[config.mk]
export PLATFORM = sky130hd
export DESIGN_NAME = video_capture
export DESIGN_NICKNAME = d
export VERILOG_FILES = /design/src/rtl/video_capture.sv
export SDC_FILE = /design/constraint.sdc
export NUM_CORES = 1
export LEC_CHECK = 0
export CAP_MARGIN = 15
export CORE_MARGIN = 3
export CORE_UTILIZATION = 55
export CTS_CLUSTER_DIAMETER = 60
export DETAILED_ROUTE_END_ITERATION = 8
export PLACE_DENSITY = 0.77
export SETUP_SLACK_MARGIN = 0.02
export SYNTH_ARGS = -nofsm -noshare
export SYNTH_HDL_FRONTEND = slang
export SYNTH_SLANG_ARGS = --single-unit
[constraint.sdc]
create_clock -name clk -period 4.4 [get_ports clk]
set_input_delay 1.32 -clock clk [delete_from_list [all_inputs] [get_ports clk]]
set_output_delay 1.32 -clock clk [all_outputs]
set_load 0.02 [all_outputs]
[src/rtl/video_capture.sv]
// RGB111 pixel-stream receiver: rebuilds frame/line structure from vsync and
// active, tracks lock against WIDTH x HEIGHT, and emits framebuffer writes.
module video_capture #(
  parameter int WIDTH  = 640,
  parameter int HEIGHT = 480,
  parameter int AWIDTH = 19,
  parameter bit HS_POL = 1'b0,
  parameter bit VS_POL = 1'b0
) (
  input  logic              clk,
  input  logic              rst_n,
  input  logic              red,
  input  logic              grn,
  input  logic              blu,
  input  logic              hsync,
  input  logic              vsync,
  input  logic              active,
  input  logic              enable,
  output logic [AWIDTH-1:0] waddr,
  output logic [2:0]        wdata,
  output logic              we,
  output logic              frame,
  output logic              locked,
  output logic [10:0]       line_len
);

  localparam int YW = $clog2(HEIGHT + 1);
  localparam logic [10:0]       WIDTH_X  = 11'(WIDTH);
  localparam logic [YW-1:0]     HEIGHT_Y = YW'(HEIGHT);
  localparam logic [AWIDTH-1:0] WIDTH_A  = AWIDTH'(WIDTH);

  typedef enum logic [1:0] {
    SEARCH  = 2'd0,
    WAIT_DE = 2'd1,
    LINE    = 2'd2,
    GAP     = 2'd3
  } state_t;

  state_t            state_q, state_d;
  logic [2:0]        s_rgb_q, s_rgb_d;
  logic              s_hs_q, s_hs_d, s_vs_q, s_vs_d, s_de_q, s_de_d;
  logic              p_vs_q, p_vs_d, p_de_q, p_de_d;
  logic [10:0]       x_q, x_d, cnt_q, cnt_d;
  logic [YW-1:0]     y_q, y_d;
  logic [AWIDTH-1:0] line_base_q, line_base_d;
  logic              cap_q, cap_d, line_bad_q, line_bad_d, frame_bad_q, frame_bad_d;
  logic              skip_chk_q, skip_chk_d, locked_q, locked_d;
  logic [1:0]        good_cnt_q, good_cnt_d;
  logic [10:0]       line_len_q, line_len_d;
  logic              we_q, we_d, frame_q, frame_d;
  logic [AWIDTH-1:0] waddr_q, waddr_d;
  logic [2:0]        wdata_q, wdata_d;

  logic              vs_start, de_rise, de_fall, frame_good, pix_go, cap_cur;
  logic [10:0]       x_cur, cnt_cur;
  logic [YW-1:0]     y_cur;
  logic [AWIDTH-1:0] base_cur;

  // Sync inputs are normalised to active-high as they are captured.
  always_comb begin
    s_rgb_d = {red, grn, blu};
    s_hs_d  = (hsync == HS_POL);
    s_vs_d  = (vsync == VS_POL);
    s_de_d  = active;
    p_vs_d  = s_vs_q;
    p_de_d  = s_de_q;
  end

  assign vs_start = s_vs_q & ~p_vs_q;
  assign de_rise  = s_de_q & ~p_de_q;
  assign de_fall  = ~s_de_q & p_de_q;

  always_comb begin
    state_d     = state_q;
    x_d         = x_q;
    cnt_d       = cnt_q;
    y_d         = y_q;
    line_base_d = line_base_q;
    cap_d       = cap_q;
    line_bad_d  = line_bad_q;
    frame_bad_d = frame_bad_q;
    skip_chk_d  = skip_chk_q;
    good_cnt_d  = good_cnt_q;
    locked_d    = locked_q;
    line_len_d  = line_len_q;
    we_d        = 1'b0;
    waddr_d     = waddr_q;
    wdata_d     = wdata_q;
    frame_d     = 1'b0;
    pix_go      = 1'b0;
    x_cur       = x_q;
    cnt_cur     = cnt_q;
    y_cur       = y_q;
    base_cur    = line_base_q;
    cap_cur     = cap_q;
    frame_good  = (y_q == HEIGHT_Y) && !line_bad_q && !frame_bad_q;

    if (vs_start) begin
      // Frame restart wins over any line activity; a coincident pixel is x=0,y=0.
      frame_d     = 1'b1;
      cap_d       = enable;
      x_d         = 11'd0;
      cnt_d       = 11'd0;
      y_d         = '0;
      line_base_d = '0;
      line_bad_d  = 1'b0;
      frame_bad_d = 1'b0;
      skip_chk_d  = 1'b0;
      x_cur       = 11'd0;
      cnt_cur     = 11'd0;
      y_cur       = '0;
      base_cur    = '0;
      cap_cur     = enable;
      if (skip_chk_q) begin
        good_cnt_d = good_cnt_q;
      end else if (frame_good) begin
        good_cnt_d = (good_cnt_q == 2'd2) ? 2'd2 : good_cnt_q + 2'd1;
        locked_d   = (good_cnt_q != 2'd0);
      end else begin
        good_cnt_d = 2'd0;
        locked_d   = 1'b0;
      end
      if (s_de_q) begin
        pix_go  = 1'b1;
        state_d = LINE;
      end else begin
        state_d = WAIT_DE;
      end
    end else begin
      case (state_q)
        SEARCH: state_d = SEARCH;
        WAIT_DE, GAP: begin
          if (de_rise) begin
            pix_go  = 1'b1;
            x_cur   = 11'd0;
            cnt_cur = 11'd0;
            state_d = LINE;
          end else begin
            state_d = state_q;
          end
        end
        LINE: begin
          if (de_fall) begin
            line_len_d = cnt_q;
            if (cnt_q != WIDTH_X) begin
              line_bad_d = 1'b1;
            end else begin
              line_bad_d = line_bad_q;
            end
            if (y_q < HEIGHT_Y) begin
              y_d         = y_q + YW'(1);
              line_base_d = line_base_q + WIDTH_A;
            end else begin
              y_d = y_q;
            end
            state_d = GAP;
          end else if (s_de_q) begin
            pix_go = 1'b1;
          end else begin
            state_d = LINE;
          end
        end
        default: state_d = SEARCH;
      endcase
    end

    // hsync asserted inside active video means wrong polarity or broken timing.
    if (pix_go) begin
      cnt_d = (cnt_cur == 11'h7FF) ? cnt_cur : cnt_cur + 11'd1;
      if (y_cur >= HEIGHT_Y) begin
        frame_bad_d = 1'b1;
      end else if (x_cur >= WIDTH_X) begin
        line_bad_d = 1'b1;
      end else begin
        x_d = x_cur + 11'd1;
        if (s_hs_q) begin
          line_bad_d = 1'b1;
        end else begin
          line_bad_d = line_bad_d;
        end
        if (cap_cur) begin
          we_d    = 1'b1;
          waddr_d = base_cur + AWIDTH'(x_cur);
          wdata_d = s_rgb_q;
        end else begin
          we_d = 1'b0;
        end
      end
    end else begin
      we_d = 1'b0;
    end
  end

  // Sync flags reset as "already active" so a level held through reset is not an edge.
  always_ff @(posedge clk) begin
    if (!rst_n) begin
      state_q     <= SEARCH;
      s_rgb_q     <= 3'd0;
      s_hs_q      <= 1'b0;
      s_vs_q      <= 1'b1;
      s_de_q      <= 1'b0;
      p_vs_q      <= 1'b1;
      p_de_q      <= 1'b0;
      x_q         <= 11'd0;
      cnt_q       <= 11'd0;
      y_q         <= '0;
      line_base_q <= '0;
      cap_q       <= 1'b0;
      line_bad_q  <= 1'b0;
      frame_bad_q <= 1'b0;
      skip_chk_q  <= 1'b1;
      good_cnt_q  <= 2'd0;
      locked_q    <= 1'b0;
      line_len_q  <= 11'd0;
      we_q        <= 1'b0;
      waddr_q     <= '0;
      wdata_q     <= 3'd0;
      frame_q     <= 1'b0;
    end else begin
      state_q     <= state_d;
      s_rgb_q     <= s_rgb_d;
      s_hs_q      <= s_hs_d;
      s_vs_q      <= s_vs_d;
      s_de_q      <= s_de_d;
      p_vs_q      <= p_vs_d;
      p_de_q      <= p_de_d;
      x_q         <= x_d;
      cnt_q       <= cnt_d;
      y_q         <= y_d;
      line_base_q <= line_base_d;
      cap_q       <= cap_d;
      line_bad_q  <= line_bad_d;
      frame_bad_q <= frame_bad_d;
      skip_chk_q  <= skip_chk_d;
      good_cnt_q  <= good_cnt_d;
      locked_q    <= locked_d;
      line_len_q  <= line_len_d;
      we_q        <= we_d;
      waddr_q     <= waddr_d;
      wdata_q     <= wdata_d;
      frame_q     <= frame_d;
    end
  end

  assign waddr    = waddr_q;
  assign wdata    = wdata_q;
  assign we       = we_q;
  assign frame    = frame_q;
  assign locked   = locked_q;
  assign line_len = line_len_q;

endmodule

==> key figures, run 1 <==
Drt
  – Final ANT Viol Nets: 0
  – Top Layer Used: met4
  – WL final: roughly 11000 µm
  – DR WL/cell: 15.8 µm
  – DRT iter0 DRCs: 223
  – DR pass1 iterations: 6
  – Via density: around 6.1
  – Vias: 4229
  – Routed met3 length: 774 µm
  – Wl on met1: roughly 4800 µm
  – DRC violation count after routing: 0
  – Met2 WL post-DR: 5090 µm

Synthesis
  – YS warnings: 0
  – Dominant synthesized flop cell: dfxtp_1
  – Asr flop ratio synth: 0
  – Mapped cell area: 4570 µm²
  – Mapped Cells: about 560
  – EDFF count, synth: 0
  – Syn avg cell area: 8.11 µm²
  – Post-synthesis sequential area ratio: 0.416
  – Yosys top cell area share: 0.416
  – Synthesized Nets: 582
  – Distinct cells, synth: 63
  – Synth area leaders: dfxtp_1, nand2_1, a21oi_1, nor2_1, nand3_1
  – FF+latch count, synth: 95
  – Synth area leader: dfxtp_1

GRT
  – Largest net degree at the start of global routing: 30
  – GRT overflow: 0
  – First-pass GRT wire length: 18400 µm
  – Initial antenna violation count: 0
  – Vias in the first global route: 3945
  – Tot GR Track Use: 0.230

Die
  – # IOs: 45
  – Die ar.: approximately 9400 µm²
  – Row count: 32
  – Core area: 7890 µm²
  – Die X: 97.1 µm
  – Die Height: 97.1 µm
  – Starting Density: 0.579

Clocking
  – CTS Root Cell: clkbuf_8
  – Post-CTS Setup Repair Bufs: 0
  – Hold_buf cts: 0
  – CTS Buf Count: 9
  – Clk buf depth: 2
  – Post_cts resized: 0
  – CTS tree: done
  – Later-pin clock latency in the skew report: between 0.3 and 0.4 ns
  – H-tree Lvls: 3
  – Clock slew at reported path FFs: 0.09 ns
  – Sink Count: 95

STA
  – Slew @ Worst Pin: 0.797 ns
  – Clk_skew: 0.0109 ns
  – Max Slew Vio Count: 0
  – Setup TNS: 0 ns
  – Crit path time final: 2.99 ns
  – Setup violators final: 0
  – Slew headroom: 0.464
  – Fmax: 335 MHz
  – Fin. Hold Viols: 0
  – RSZ-0062 raised after global routing: no
  – Final critical-path share of the clock period: 0.678

Setup path
  – CP bufs+invs: 1
  – Critical Path Start Type: flip-flop
  – Critical Path AT: ~3.3 ns
  – Largest delay share family, worst path: simple AND/OR/NAND/NOR gates
  – Worst-path fanout max: 13
  – Cell Chain, Critical Path: nand3b_1 > nand3_1 > inv_1 > ha_1 > and3_1 > o221ai_1 > o21ai_0 > xnor2_1 > o2bb2ai_1
  – CP Class: flip-flop to flip-flop
  – CP Capture Type: flip-flop
  – CP required: approximately 4.7 ns
  – CP max stage cell: dfxtp_1
  – Crit path largest cell delay: around 0.57 ns

Final layout
  – Area growth, synth to finish: 14.5%
  – Register area: roughly 1900 µm²
  – Area taken by multi-input logic gates: 2450 µm²
  – Ant diodes: 0
  – Commonest non-fill, non-tap cell in the layout: dfxtp_1
  – Fillers: 654
  – Fin util: 0.663
  – Share of cells above drive strength 1: 0.0541
  – Commonest non-fill, non-tap cells in the layout: dfxtp_1, nand2_1, nor2_1, a21oi_1, clkdlybuf4s50_1
  – Nets@finish: 607

Placed design
  – Detailed Place HPWL: 7520 µm
  – PortBufs: 44
  – Routability cong.: 0.879

Flow run
  – Max Cap Violations: 0

Outcome
  – Status: finished, final reports clean

Pwr
  – Power Total: 1.51 mW
  – Leakage: 1.74 nW
  – Pwr/cell area: a little under 300 nW/µm²
  – Peak VDD IR: between 0.00015 and 0.0002 V

Worst hold path
  – Worst hold path type: flip-flop to flip-flop
layout make-up:
class / instances / share of cell area
repair buffers: 54 / 0.0985
clock inverters: 4 / 0.00909
inverters: 15 / 0.0108
multi-input cells: 413 / 0.467
well taps: 102 / 0.0244
clock buffers: 10 / 0.0263
flip-flops and latches: 95 / 0.363
worst reg2reg max path, stage by stage, from the launching register on:
cell and delay (ns):
dfxtp_1 0.57, nand3b_1 0.50, nand3_1 0.35, inv_1 0.07
ha_1 0.23, and3_1 0.21, o221ai_1 0.45, o21ai_0 0.24
xnor2_1 0.18, o2bb2ai_1 0.08
kinds of logic after synthesis:
| logic type | synth area share |
|---|---|
| XOR/XNOR | 0.0422 |
| adder cells (fa/ha/maj) | 0.0296 |
| buffers and inverters | 0.0496 |
| AND/OR/NAND/NOR | 0.279 |
| multiplexers | 0.0184 |
| AO/OA/AOI/OAI | 0.165 |
| flip-flops | 0.416 |
path summary, 6_finish.rpt:
check	slack, ns	to	cells past startpoint	from
max	1.41	waddr[16]	9	p_de_d
min	0.45	p_vs_q	1	p_vs_d
max reg2reg	1.41	waddr[16]	9	p_de_d
min reg2reg	0.45	p_vs_q	1	p_vs_d
registers in the layout (all words and copies together) (netlist names), 2 cells and up:
name / cells
line_base_q: 12
state_q: 2
line_len: 11
waddr: 19
s_rgb_q: 3
y_q: 9
good_cnt_q: 2
x_q: 11
wdata: 3
cnt_q: 11
through the flow:
stage / hold WS, ns / cells / setup slack, ns / area (µm²)
after detailed placement: 0.435 / 679 / 1.21 / 5050
after global placement: 0.431 / 679 / 1.22 / 5050
final: 0.452 / 693 / 1.41 / 5230
after CTS: 0.459 / 693 / 1.48 / 5230
after global routing: 0.480 / 693 / 1.25 / 5230
after floorplan: 0.416 / 563 / 1.80 / 4570
per-layer routing:
| layer | GRT usage | vias to the layer above |
|---|---|---|
| li1 | - | 2052 |
| met1 | 0.302 | 1969 |
| met2 | 0.374 | 175 |
| met3 | 0.0438 | 33 |
| met4 | 0.0929 | 0 |
| met5 | 0 | - |
Yosys cell counts (8+ instances only):
cell	count
inv_1	14
a21oi_1	44
or3_1	8
clkbuf_1	27
xnor2_1	16
and3_1	9
nand2_1	66
ha_1	10
nand3_1	40
nand4_1	23
o21ai_0	21
nor2_1	57
and2_1	13
dfxtp_1	95
power breakdown:
part / total [mW] / switching (mW) / internal [mW]
sequential: 0.873 / 0.00690 / 0.866
clock: 0.572 / 0.302 / 0.270
combinational: 0.0659 / 0.0439 / 0.0220
total: 1.51 / 0.353 / 1.16
Note: power is estimated with default switching activity, not from simulation.
==> run 2: changes to the inputs <==
--- a/config.mk
+++ b/config.mk
@@ -7,10 +7,10 @@
 export LEC_CHECK = 0
 export CAP_MARGIN = 15
 export CORE_MARGIN = 3
-export CORE_UTILIZATION = 55
+export CORE_UTILIZATION = 51
 export CTS_CLUSTER_DIAMETER = 60
 export DETAILED_ROUTE_END_ITERATION = 8
-export PLACE_DENSITY = 0.77
+export PLACE_DENSITY = 0.75
 export SETUP_SLACK_MARGIN = 0.02
 export SYNTH_ARGS = -nofsm -noshare
 export SYNTH_HDL_FRONTEND = slang
==> constraint.sdc (replaced) <==
create_clock -name clk -period 2.5 [get_ports clk]
set_input_delay 0.75 -clock clk [delete_from_list [all_inputs] [get_ports clk]]
set_output_delay 0.75 -clock clk [all_outputs]
set_load 0.02 [all_outputs]
==> run 2 against run 1 <==
  * Largest power group unchanged
  * Design area grew 5.2%
  * Die area grew 7.3%
  * Highest routed layer unchanged
  * Critical path type unchanged
  * Cell count grew 3.5%
==> key figures, run 2 (synthesis results as in run 1) <==
Outcome
  – Status: finished, final reports clean

Clocking
  – Sink Count: 95
  – H-tree Lvls: 3
  – Later-pin clock latency in the skew report: 0.36 ns
  – CTS tree: done
  – Clk buf depth: 2
  – CTS Root Cell: clkbuf_8
  – Clock slew at reported path FFs: around 0.1 ns
  – CTS Buf Count: 9

Flow run
  – Max Cap Violations: 0

Drt
  – DR pass1 iterations: 4
  – DR WL/cell: approximately 15 µm
  – Final ANT Viol Nets: 0
  – DRC violation count after routing: 0
  – Via density: 5.84
  – DRT iter0 DRCs: 198
  – Vias: between 4000 and 5000
  – WL final: 11000 µm

Die
  – Starting Density: 0.540
  – Die Height: between 100 and 150 µm
  – # IOs: 45
  – Die ar.: 10100 µm²
  – Row count: 33
  – Die X: 101 µm
  – Core area: 8460 µm²

STA
  – Fmax: 426 MHz
  – Max Slew Vio Count: 0
  – Setup violators final: 0
  – Setup TNS: 0 ns
  – Fin. Hold Viols: 0
  – Slew headroom: 0.561
  – Post-route setup slack: about 0.15 ns
  – RSZ-0062 raised after global routing: no
  – Clk_skew: between 0.01 and 0.015 ns
  – Crit path time final: 2.35 ns
  – Slew @ Worst Pin: around 0.65 ns
  – Final critical-path share of the clock period: 0.939

Placed design
  – Detailed Place HPWL: 7810 µm
  – Post-place setup slack: 0.0895 ns
  – Routability cong.: 0.937
  – PortBufs: 44

GRT
  – Largest net degree at the start of global routing: 35
  – First-pass GRT wire length: 18500 µm
  – Tot GR Track Use: 0.221
  – Vias in the first global route: 3900
  – Initial antenna violation count: 0
  – GRT overflow: 0

Final layout
  – Nets@finish: about 630
  – Area growth, synth to finish: 20.5%
  – Commonest non-fill, non-tap cells in the layout: dfxtp_1, nand2_1, nor2_1, a21oi_1, clkdlybuf4s50_1
  – Share of cells above drive strength 1: 0.105
  – Fin util: 0.650
  – Fillers: 740
  – Ant diodes: 0
  – Max reg flops: 19
  – Commonest non-fill, non-tap cell in the layout: dfxtp_1

Worst hold path
  – Hold Startpoint: waddr[6]
  – Worst hold path type: flip-flop to flip-flop

Setup path
  – CP max stage cell: ha_1
  – Cell Chain, Critical Path: or2b_1 > buf_4 > nand2_1 > nor2_1 > ha_1 > nand4_1 > a211oi_1 > xnor2_1 > o2bb2ai_1
  – CP required: 2.76 ns
  – Worst setup startpoint: p_vs_d
  – Crit path largest cell delay: 0.41 ns
  – Worst-path fanout max: 18
  – CP Class: flip-flop to flip-flop
  – CP Capture Type: flip-flop
  – Critical Path AT: 2.61 ns
  – Reg2Reg Launch Point: p_vs_d
  – Reg2reg setup slack: 0.15 ns
  – Critical Path Start Type: flip-flop

Pwr
  – Peak VDD IR: 0.000333 V
  – Leakage: 1.87 nW
  – Pwr/cell area: 517 nW/µm²
[run 2: cell count changes in the layout (fill, tap and decap cells not counted), sizes merged]
| cell | delta |
|---|---|
| buf | +19 |
| bufinv | +1 |
| clkbuf | +1 |
| clkinv | -1 |
| clkinvlp | -1 |
| inv | +2 |
[run 2: worst max-delay path, delay by kind of cell (launching register included)]
kind / cells / cell delay, ns
AO/OA/AOI/OAI: 2 / 0.42
XOR/XNOR: 1 / 0.17
flip-flops: 1 / 0.35
AND/OR/NAND/NOR: 4 / 0.70
adder cells (fa/ha/maj): 1 / 0.41
buffers and inverters: 1 / 0.21
[run 2: per-stage QoR]
step | power, mW | instance area [µm²] | cells | hold WS [ns]
floorplan | 1.65 | 4570 | 563 | 0.416
global placement | 1.70 | 5210 | 700 | 0.433
detailed placement | 1.70 | 5210 | 700 | 0.443
CTS | 2.87 | 5450 | 716 | 0.456
global route | 2.94 | 5510 | 717 | 0.482
finish | 2.85 | 5510 | 717 | 0.453
[run 2: cell type report]
type	count	area [µm²]	area share
multi-input cells	413	2490	0.452
clock inverters	5	86.3	0.0157
well taps	105	131	0.0239
flip-flops and latches	95	1910	0.346
clock buffers	11	151	0.0275
repair buffers	73	683	0.124
inverters	15	56.3	0.0102
[run 2: what timing repair did]
item | in CTS | in global routing
setup endpoints to repair | 0 | 14
hold buffers | 0 | 0
buffers inserted | 0 | 1
gates resized for setup | 0 | 13
[run 2: where the power goes]
group	leakage [nW]	switching [mW]	total [mW]	internal, mW
logic	0.976	0.0823	0.134	0.0520
clock network	0.121	0.550	1.18	0.628
registers	0.769	0.0107	1.53	1.52
total	1.87	0.642	2.85	2.20
[run 2: layer usage]
layer | track usage | part of all wire
met1 | 0.308 | 0.46
met2 | 0.353 | 0.48
met3 | 0.0304 | 0.056
met4 | 0.0705 | 0.011
met5 | 0 | 0
[run 2: path summary, 6_finish.rpt]
| check | cells past startpoint | to |
|---|---|---|
| setup / recovery | 9 | waddr[13] |
| hold / removal | 2 | waddr[6] |
| setup reg to reg | 9 | waddr[13] |
| hold reg to reg | 2 | waddr[6] |
